==> src/rtl/calc3_pkg.sv <==
// Shared calc3 definitions: command encodings, command classification, default sizing.
package calc3_pkg;

    localparam int DEF_NUM_PORTS = 4;
    localparam int DEF_TAG_W     = 2;

    localparam logic [3:0] CMD_NOP = 4'd0;
    localparam logic [3:0] CMD_ADD = 4'd1;
    localparam logic [3:0] CMD_SUB = 4'd2;
    localparam logic [3:0] CMD_SHL = 4'd5;
    localparam logic [3:0] CMD_SHR = 4'd6;

    localparam logic [1:0] RESP_INVALID = 2'd2;

    typedef enum logic [1:0] {
        CLS_NONE,
        CLS_ADD,
        CLS_SHF,
        CLS_INV
    } cmd_class_e;

    function automatic cmd_class_e cmd_class(input logic [3:0] cmd);
        cmd_class_e cls;
        case (cmd)
            CMD_NOP:          cls = CLS_NONE;
            CMD_ADD, CMD_SUB: cls = CLS_ADD;
            CMD_SHL, CMD_SHR: cls = CLS_SHF;
            default:          cls = CLS_INV;
        endcase
        return cls;
    endfunction

endpackage

==> src/rtl/rr_pick4.sv <==
// Combinational 4-way round-robin picker: the search starts at ptr and wraps 3->0.
// A constant ptr of 0 turns it into a fixed port-0-first priority picker.
module rr_pick4 (
    input  logic [3:0] req,
    input  logic [1:0] ptr,
    output logic [3:0] gnt,
    output logic [1:0] idx,
    output logic       any
);

    logic [1:0] cand;

    // Walk from the farthest offset down so the nearest requester to ptr is written last.
    always_comb begin
        gnt  = '0;
        idx  = '0;
        any  = 1'b0;
        cand = '0;
        for (int k = 3; k >= 0; k--) begin
            cand = ptr + 2'(k);
            if (req[cand]) begin
                gnt = 4'b0001 << cand;
                idx = cand;
                any = 1'b1;
            end
        end
    end

endmodule

==> src/rtl/prio_dispatch_arb.sv <==
// Dispatches held port requests to the adder and shifter, tracks in-flight tags, answers invalid commands.
// Build with ARB_FIXED_PRIO_EN for fixed port-0-first priority instead of round-robin.
module prio_dispatch_arb
    import calc3_pkg::*;
#(
    parameter int NUM_PORTS = DEF_NUM_PORTS,
    parameter int TAG_W     = DEF_TAG_W
) (
    input  logic                       c_clk,
    input  logic                       reset,
    input  logic [4*NUM_PORTS-1:0]     hold_prio_req,
    input  logic [TAG_W*NUM_PORTS-1:0] hold_prio_tag,
    output logic [NUM_PORTS-1:0]       port_ack,
    output logic                       add_vld,
    output logic [1:0]                 add_port,
    output logic [TAG_W-1:0]           add_tag,
    output logic [3:0]                 add_cmd,
    output logic                       shf_vld,
    output logic [1:0]                 shf_port,
    output logic [TAG_W-1:0]           shf_tag,
    output logic [3:0]                 shf_cmd,
    input  logic [1:0]                 cmpl_vld,
    input  logic [3:0]                 cmpl_port,
    input  logic [2*TAG_W-1:0]         cmpl_tag,
    output logic                       err_vld,
    output logic [1:0]                 err_port,
    output logic [TAG_W-1:0]           err_tag
);

    localparam int NTAGS = 1 << TAG_W;

    logic [NUM_PORTS-1:0][NTAGS-1:0] sb, sb_nxt;
    logic                            sb_err, sb_err_nxt;

    logic [NUM_PORTS-1:0] add_req, shf_req, inv_gnt;
    logic [NUM_PORTS-1:0] add_gnt, shf_gnt;
    logic [1:0]           add_idx, shf_idx, inv_idx;
    logic [1:0]           add_ptr, shf_ptr;
    logic                 add_any, shf_any, inv_any;
    logic [3:0]           add_win_cmd, shf_win_cmd;
    logic [TAG_W-1:0]     add_win_tag, shf_win_tag, inv_win_tag;

    // A port acked last cycle still shows its consumed request, so port_ack masks it.
    always_comb begin : classify
        logic [3:0]       c;
        logic [TAG_W-1:0] t;
        logic             free;
        add_req = '0;
        shf_req = '0;
        inv_gnt = '0;
        inv_idx = '0;
        inv_any = 1'b0;
        c       = '0;
        t       = '0;
        free    = 1'b0;
        for (int p = NUM_PORTS - 1; p >= 0; p--) begin
            c    = hold_prio_req[4*p +: 4];
            t    = hold_prio_tag[TAG_W*p +: TAG_W];
            free = !port_ack[p] && !sb[p][t];
            case (cmd_class(c))
                CLS_ADD: add_req[p] = free;
                CLS_SHF: shf_req[p] = free;
                CLS_INV: begin
                    if (free) begin
                        inv_any = 1'b1;
                        inv_idx = 2'(p);
                        inv_gnt = NUM_PORTS'(1) << p;
                    end
                end
                default: ;
            endcase
        end
    end

    rr_pick4 u_add_pick (
        .req (add_req),
        .ptr (add_ptr),
        .gnt (add_gnt),
        .idx (add_idx),
        .any (add_any)
    );

    rr_pick4 u_shf_pick (
        .req (shf_req),
        .ptr (shf_ptr),
        .gnt (shf_gnt),
        .idx (shf_idx),
        .any (shf_any)
    );

    assign add_win_cmd = hold_prio_req[4*add_idx +: 4];
    assign shf_win_cmd = hold_prio_req[4*shf_idx +: 4];
    assign add_win_tag = hold_prio_tag[TAG_W*add_idx +: TAG_W];
    assign shf_win_tag = hold_prio_tag[TAG_W*shf_idx +: TAG_W];
    assign inv_win_tag = hold_prio_tag[TAG_W*inv_idx +: TAG_W];

`ifdef ARB_FIXED_PRIO_EN
    assign add_ptr = '0;
    assign shf_ptr = '0;
`else
    always_ff @(negedge c_clk or posedge reset) begin
        if (reset) begin
            add_ptr <= '0;
            shf_ptr <= '0;
        end else begin
            if (add_any) add_ptr <= add_idx + 2'd1;
            if (shf_any) shf_ptr <= shf_idx + 2'd1;
        end
    end
`endif

    // Clears retire the old op first; a same-bit set from a new dispatch then wins.
    always_comb begin
        sb_nxt     = sb;
        sb_err_nxt = sb_err;
        for (int u = 0; u < 2; u++) begin
            if (cmpl_vld[u]) begin
                if (!sb[cmpl_port[2*u +: 2]][cmpl_tag[TAG_W*u +: TAG_W]]) sb_err_nxt = 1'b1;
                sb_nxt[cmpl_port[2*u +: 2]][cmpl_tag[TAG_W*u +: TAG_W]] = 1'b0;
            end
        end
        if (add_any) sb_nxt[add_idx][add_win_tag] = 1'b1;
        if (shf_any) sb_nxt[shf_idx][shf_win_tag] = 1'b1;
    end

    always_ff @(negedge c_clk or posedge reset) begin
        if (reset) begin
            sb       <= '0;
            sb_err   <= 1'b0;
            port_ack <= '0;
            add_vld  <= 1'b0;
            add_port <= '0;
            add_tag  <= '0;
            add_cmd  <= CMD_NOP;
            shf_vld  <= 1'b0;
            shf_port <= '0;
            shf_tag  <= '0;
            shf_cmd  <= CMD_NOP;
            err_vld  <= 1'b0;
            err_port <= '0;
            err_tag  <= '0;
        end else begin
            sb       <= sb_nxt;
            sb_err   <= sb_err_nxt;
            port_ack <= add_gnt | shf_gnt | inv_gnt;
            add_vld  <= add_any;
            add_port <= add_any ? add_idx : 2'd0;
            add_tag  <= add_any ? add_win_tag : '0;
            add_cmd  <= add_any ? add_win_cmd : CMD_NOP;
            shf_vld  <= shf_any;
            shf_port <= shf_any ? shf_idx : 2'd0;
            shf_tag  <= shf_any ? shf_win_tag : '0;
            shf_cmd  <= shf_any ? shf_win_cmd : CMD_NOP;
            err_vld  <= inv_any;
            err_port <= inv_idx;
            err_tag  <= inv_any ? inv_win_tag : '0;
        end
    end

endmodule

==> config.mk <==
export PLATFORM = sky130hd
export DESIGN_NAME = prio_dispatch_arb
export DESIGN_NICKNAME = d
export VERILOG_FILES = /design/src/rtl/calc3_pkg.sv /design/src/rtl/rr_pick4.sv /design/src/rtl/prio_dispatch_arb.sv
export SDC_FILE = /design/constraint.sdc
export NUM_CORES = 1
export LEC_CHECK = 0
export ABC_AREA = 0
export BUFFER_PORTS_ARGS = -buffer_cell sky130_fd_sc_hd__buf_2
export CORE_AREA = 2 2 88 90
export DETAILED_ROUTE_END_ITERATION = 7
export DIE_AREA = 0 0 90 92
export MAX_ROUTING_LAYER = met4
export PLACE_DENSITY = 0.78
export SKIP_CTS_REPAIR_TIMING = 1
export SLEW_MARGIN = 0
export SYNTH_ARGS = -nofsm -noshare
export SYNTH_HDL_FRONTEND = slang
export SYNTH_SLANG_ARGS = --single-unit
export TNS_END_PERCENT = 100
==> constraint.sdc <==
create_clock -name c_clk -period 4.2 [get_ports c_clk]
set_input_delay 0.84 -clock c_clk [delete_from_list [all_inputs] [get_ports c_clk]]
set_output_delay 0.84 -clock c_clk [all_outputs]
set_load 0.005 [all_outputs]
---- Word-level counts from Yosys, hierarchy flattened ----
Index checks and enable logic that the tools add are counted.
storage, ports and cells
  register bits ........................... 47
  input bits .............................. 36
  output and inout port bits .............. 27
  word-level logic and storage cells ...... 246
operators by class
  add/sub/neg operators ................... 8
  $lt $le $gt $ge ......................... 28
  equality and inequality tests ........... 28
  shifts and indexed selects .............. 13
  muxes and demuxes ....................... 111
  bitwise gates (word level) .............. 8
  reduce and logical (&&, ||, !) cells .... 32
operators with widths
  cell                   count
  $mux W4                22
  $mux W16               4
  $lt A2 B3 Y1 const B   20
  $mux W2                21
  $mux W1                40
  $and A16 B16 Y16       2
  $demux W4 S2           4
  $eq A4 B3 Y1 const B   8
  $not A16 Y16           2
  $or A16 B16 Y16        2
  $shiftx A16 B5 Y4      2
  $shl A1 B2 Y4 const A  8
  $bmux W1 S2            12
  $pmux W2 S3            4
  $shiftx A8 B4 Y2       3
  $eq A2 B2 Y1 const B   8
  $eq A4 B1 Y1 const B   4
  $eq A4 B2 Y1 const B   4
  $ge A2 B1 Y1 const B   8
  $logic_not A4 Y1       4
  $reduce_or A2 Y1       8
  $logic_and A1 B1 Y1    12
  $add A2 B1 Y2 const B  4
  $add A2 B2 Y2 const B  4
  other kinds (4)        18

---- Logic depth before layout (Yosys ltp) ----
  depth in word-level cells ............... 22
  gate-level depth with buffers ........... 14
  gate-level depth less buffers ........... 11

---- Hierarchy ----
A second synthesis with hierarchy kept.
second synthesis, totals
  cell total of the unflattened synthesis .. 374
  area total of the unflattened synthesis .. 3741.1 µm²
modules (own cells, without submodules)
  module             times used  cells an instance  area each (µm²)  seq. area each (µm²)
  prio_dispatch_arb  1           252                2722.6           1176.1
  rr_pick4           2           61                 509.2            0.0

==> metrics.md <==
| Metric | Value |
|---|---|
| Vert. Die Dim | 92 um |
| Largest net degree at the start of global routing | 22 |
| Nets | 633 |
| Drt via density | 6.74 |
| Syn Inst Count | 415 |
| Routed via count | 4556 |
| HP Start | sb[8] |
| Post-Place Cell Area | 4980 um^2 |
| Register Area | 1180 um^2 |
| Primary FF master, synth | dfrtn_1 |
| Asr flop ratio synth | 100% |
| Initial DRT Pass Iterations | 8 |
| CORE AREA | 7450 um^2 |
| Signal arrival time at the worst endpoint | 3450 ps |
| Maxcap violations | 0 |
| Peak VDD IR | 0.000341 V |
| Site Rows | 32 |
| Avg WL per Cell | 22.9 um |
| Post-Route WL | 15500 um |
| FILL cells | 402 |
| Initial DRC Count | 503 |
| Worst-margin pin slew | 688 ps |
| Reg2Reg Launch Point | add_ptr[1] |
| Status | finished with violations |
| GRT Total Usage | 28.9% |
| Port bufs | 62 |
| Fin worst setup slack | -1210 ps |
| Setup Skew | 7.59 ps |
| Failing checks | negative setup slack |
| Final core utilization | 79.2% |
| Sw Ratio | 43.8% |
| Gpl congestion | 1.08 |
| Fin. max-slew vios | 0 |
| Critical Path Start Type | primary input |
| EDFF count, synth | 0 |
| H-tree levels | 2 |
| Initial antenna violation count | 0 |
| Worst setup path category | primary input to register |
| RSZ-0062 raised after global routing | yes |
| Reg-to-reg setup timing slack | 610 ps |
| Max Buffers Root-to-Sink | 2 |
| Worst setup EP type | register |
| Worst hold-check path type | register to register |
| Synth Register Bits | 47 |
| Cell Chain, Critical Path | buf_8, mux2i_2, a22oi_2, or4_4, o22ai_4, o31a_1, bufinv_16, mux2i_1, mux2_4, a32oi_1, o21ai_1 |
| CP max-delay cell | or4_4 |
| Hold violation count in the final report | 0 |
| Number of diodes | 0 |
| Int Power | 0.00184 W |
| Syn_area_per_cell | 9.40 um^2 |
| Slew Limit Headroom | 54.1% |
| CTS buffer count | 5 |
| Die area | 8280 um^2 |
| Sw Pwr | 0.00143 W |
| Width of the chip | 90 um |
| Reg clk slew, reported paths | 60 ps |
| Initial Util | 52.4% |
| Pwr per Cell Area | 554 nW/um^2 |
| CTS tree | done |
| Final setup vio count | 40 |
| Sequential power share | 24.5% |
| Slowest stage delay, CP | 600 ps |
| R2R Path End | sb[7] |
| Top Ports | 63 |
| Root Driver | clkbuf_8 |
| Clock latency on the worst-skew pair | 310 ps |
| Area leader, netlist | dfrtn_1 |
| Clock sink total | 47 |
| Area Growth Syn to Fin | 51.2% |
| Global-route wire length before repair | 18700 um |
| Synth top area cells | dfrtn_1 (30%), mux2i_1 (8.2%), ha_1 (7.7%) |
| Sequential cell area fraction in the yosys report | 30.2% |
| Leak pwr | 2.74 nW |
| Comb pwr share | 66.9% |
| Worst Hold End | sb[8] |
| Layout cells sized above 1 | 48.4% |
| DRT antenna net count | 0 |
| Yosys synthesis warning count | 0 |
| Hold path cells | 2 |
| Vias in the first global route | 3743 |
| Synth cell types | 58 |
| GR Overflow Total | 0 |
| CP Max Fanout | 6 |
| Synth top area share | 30.2% |
| Cell Area, Synth | 3900 um^2 |
| Final Power | 0.00326 W |
| Fin Hold WS | 483 ps |
| WP buf/inv | 2 |
| Area of the multi-input gates | 3050 um^2 |
| R2R depth | 9 |
| Required @ worst endpoint | 2240 ps |
| Hpwl dp | 9100 um |
| Design area | 5900 um^2 |
| Top Family by Delay on Critical Path | compound AO/OA/AOI/OAI gates |
| DRC | 0 |
| Clock Power Share | 8.6% |
per-stage QoR:
stage | cells | setup slack (ps) | setup TNS, ps
finish | 676 | -1210 | -35040
global route | 676 | -1240 | -37270
CTS | 643 | -1150 | -35970
detailed placement | 635 | -1470 | -48770
global placement | 635 | -1450 | -46370
floorplan | 417 | -1290 | -38510
cell type report:
type / instances / share of cell area (%)
Clock buffer: 7 / 1.29
Sequential cell: 47 / 19.9
Timing Repair Buffer: 166 / 22.7
Tap cell: 102 / 2.16
Multi-Input combinational cell: 332 / 51.6
Timing Repair inverter: 1 / 0.191
Clock inverter: 1 / 0.0849
Inverter: 20 / 1.97
power groups by stage:
stage / Combinational (W) / Clock, W / Sequential [W]
6_report: 0.00218 / 0.000281 / 0.000799
5_1_grt: 0.00229 / 0.000293 / 0.000813
4_1_cts: 0.00161 / 0.000270 / 0.000763
3_5_place_dp: 0.00160 / 0 / 0.000770
3_3_place_gp: 0.00155 / 0 / 0.000763
2_1_floorplan: 0.00106 / 0 / 0.000713
Yosys cell counts, drive strengths merged, types with 3 or more instances:
cell,count
clkbuf,5
inv,19
nor3b,5
nand3,6
mux4,9
xnor2,4
nand2,48
nor2,40
nor4b,3
buf,13
a21oi,12
and2,6
and3,3
mux2i,33
nand2b,3
o21ai,23
a211oi,4
a222oi,4
mux2,9
nor3,3
ha,24
a32oi,16
a21o,3
dfrtn,47
a22oi,19
a31oi,6
nor2b,18
nor4,3
registers in the layout, summed over array words and instances, names as in the netlist, 4 cells and up:
signal	flops
sb	16
shf_cmd	4
add_cmd	4
port_ack	4
layer usage:
| layer | share of wire (%) | global-route usage (%) | vias to the layer above | wire length (um) |
|---|---|---|---|---|
| met5 | 0 | - | - | 0 |
| met4 | 7.8 | 9.36 | 0 | 1200 |
| met3 | 11 | 5.01 | 139 | 1700 |
| met2 | 45 | 48.1 | 422 | 7000 |
| met1 | 36 | 36.2 | 2134 | 5550 |
| li1 | - | - | 1861 | - |
cells in the final DEF (no fill, tap or decap), drive strengths merged, types with 3 or more instances in the layout:
cell,Yosys,routed
nand2,48,48
ha,24,24
dfrtn,47,47
and2,6,6
nor2b,18,18
mux2,9,9
clkbuf,5,10
nand2b,3,3
mux4,9,9
o21ai,23,23
nor4,3,3
a22oi,19,19
nor2,40,40
nand3,6,6
a211oi,4,4
a21o,3,3
nor3,3,3
buf,13,163
xnor2,4,4
inv,19,19
conb,1,3
nor3b,5,5
mux2i,33,33
a21oi,12,12
a32oi,16,16
and3,3,3
a31oi,6,6
nor4b,3,3
a222oi,4,4
kinds of logic (layout without fill, tap and decap cells):
group,Yosys count,after routing,share of synthesized area (%)
muxes,51,51,16.5
buffers and inverters,38,195,5.26
DFF,47,47,30.2
AOI/OAI and AO/OA,107,107,19.8
adders and majority gates,24,24,7.70
xor gates and xnor gates,4,4,0.898
and+or+nand+nor,143,143,19.6
other,1,3,0.0962
worst min-delay path: cells and delay by family (launching register included):
kind	cells	cell delay (ps)
AOI/OAI and AO/OA	2	140
DFF	1	430
how the worst max path moves through the flow:
stage | startpoint | to | slack, ps | cells past startpoint
final | hold_prio_tag[4] | sb[7] | -1210 | 11
after global routing | hold_prio_tag[4] | sb[7] | -1240 | 11
after CTS | hold_prio_tag[4] | shf_tag[1] | -1150 | 11
after detailed placement | hold_prio_tag[4] | shf_tag[1] | -1470 | 11
after global placement | hold_prio_tag[4] | shf_tag[0] | -1450 | 11
after floorplan | hold_prio_tag[6] | shf_tag[1] | -1290 | 11
(Power assumes the default switching activity.)
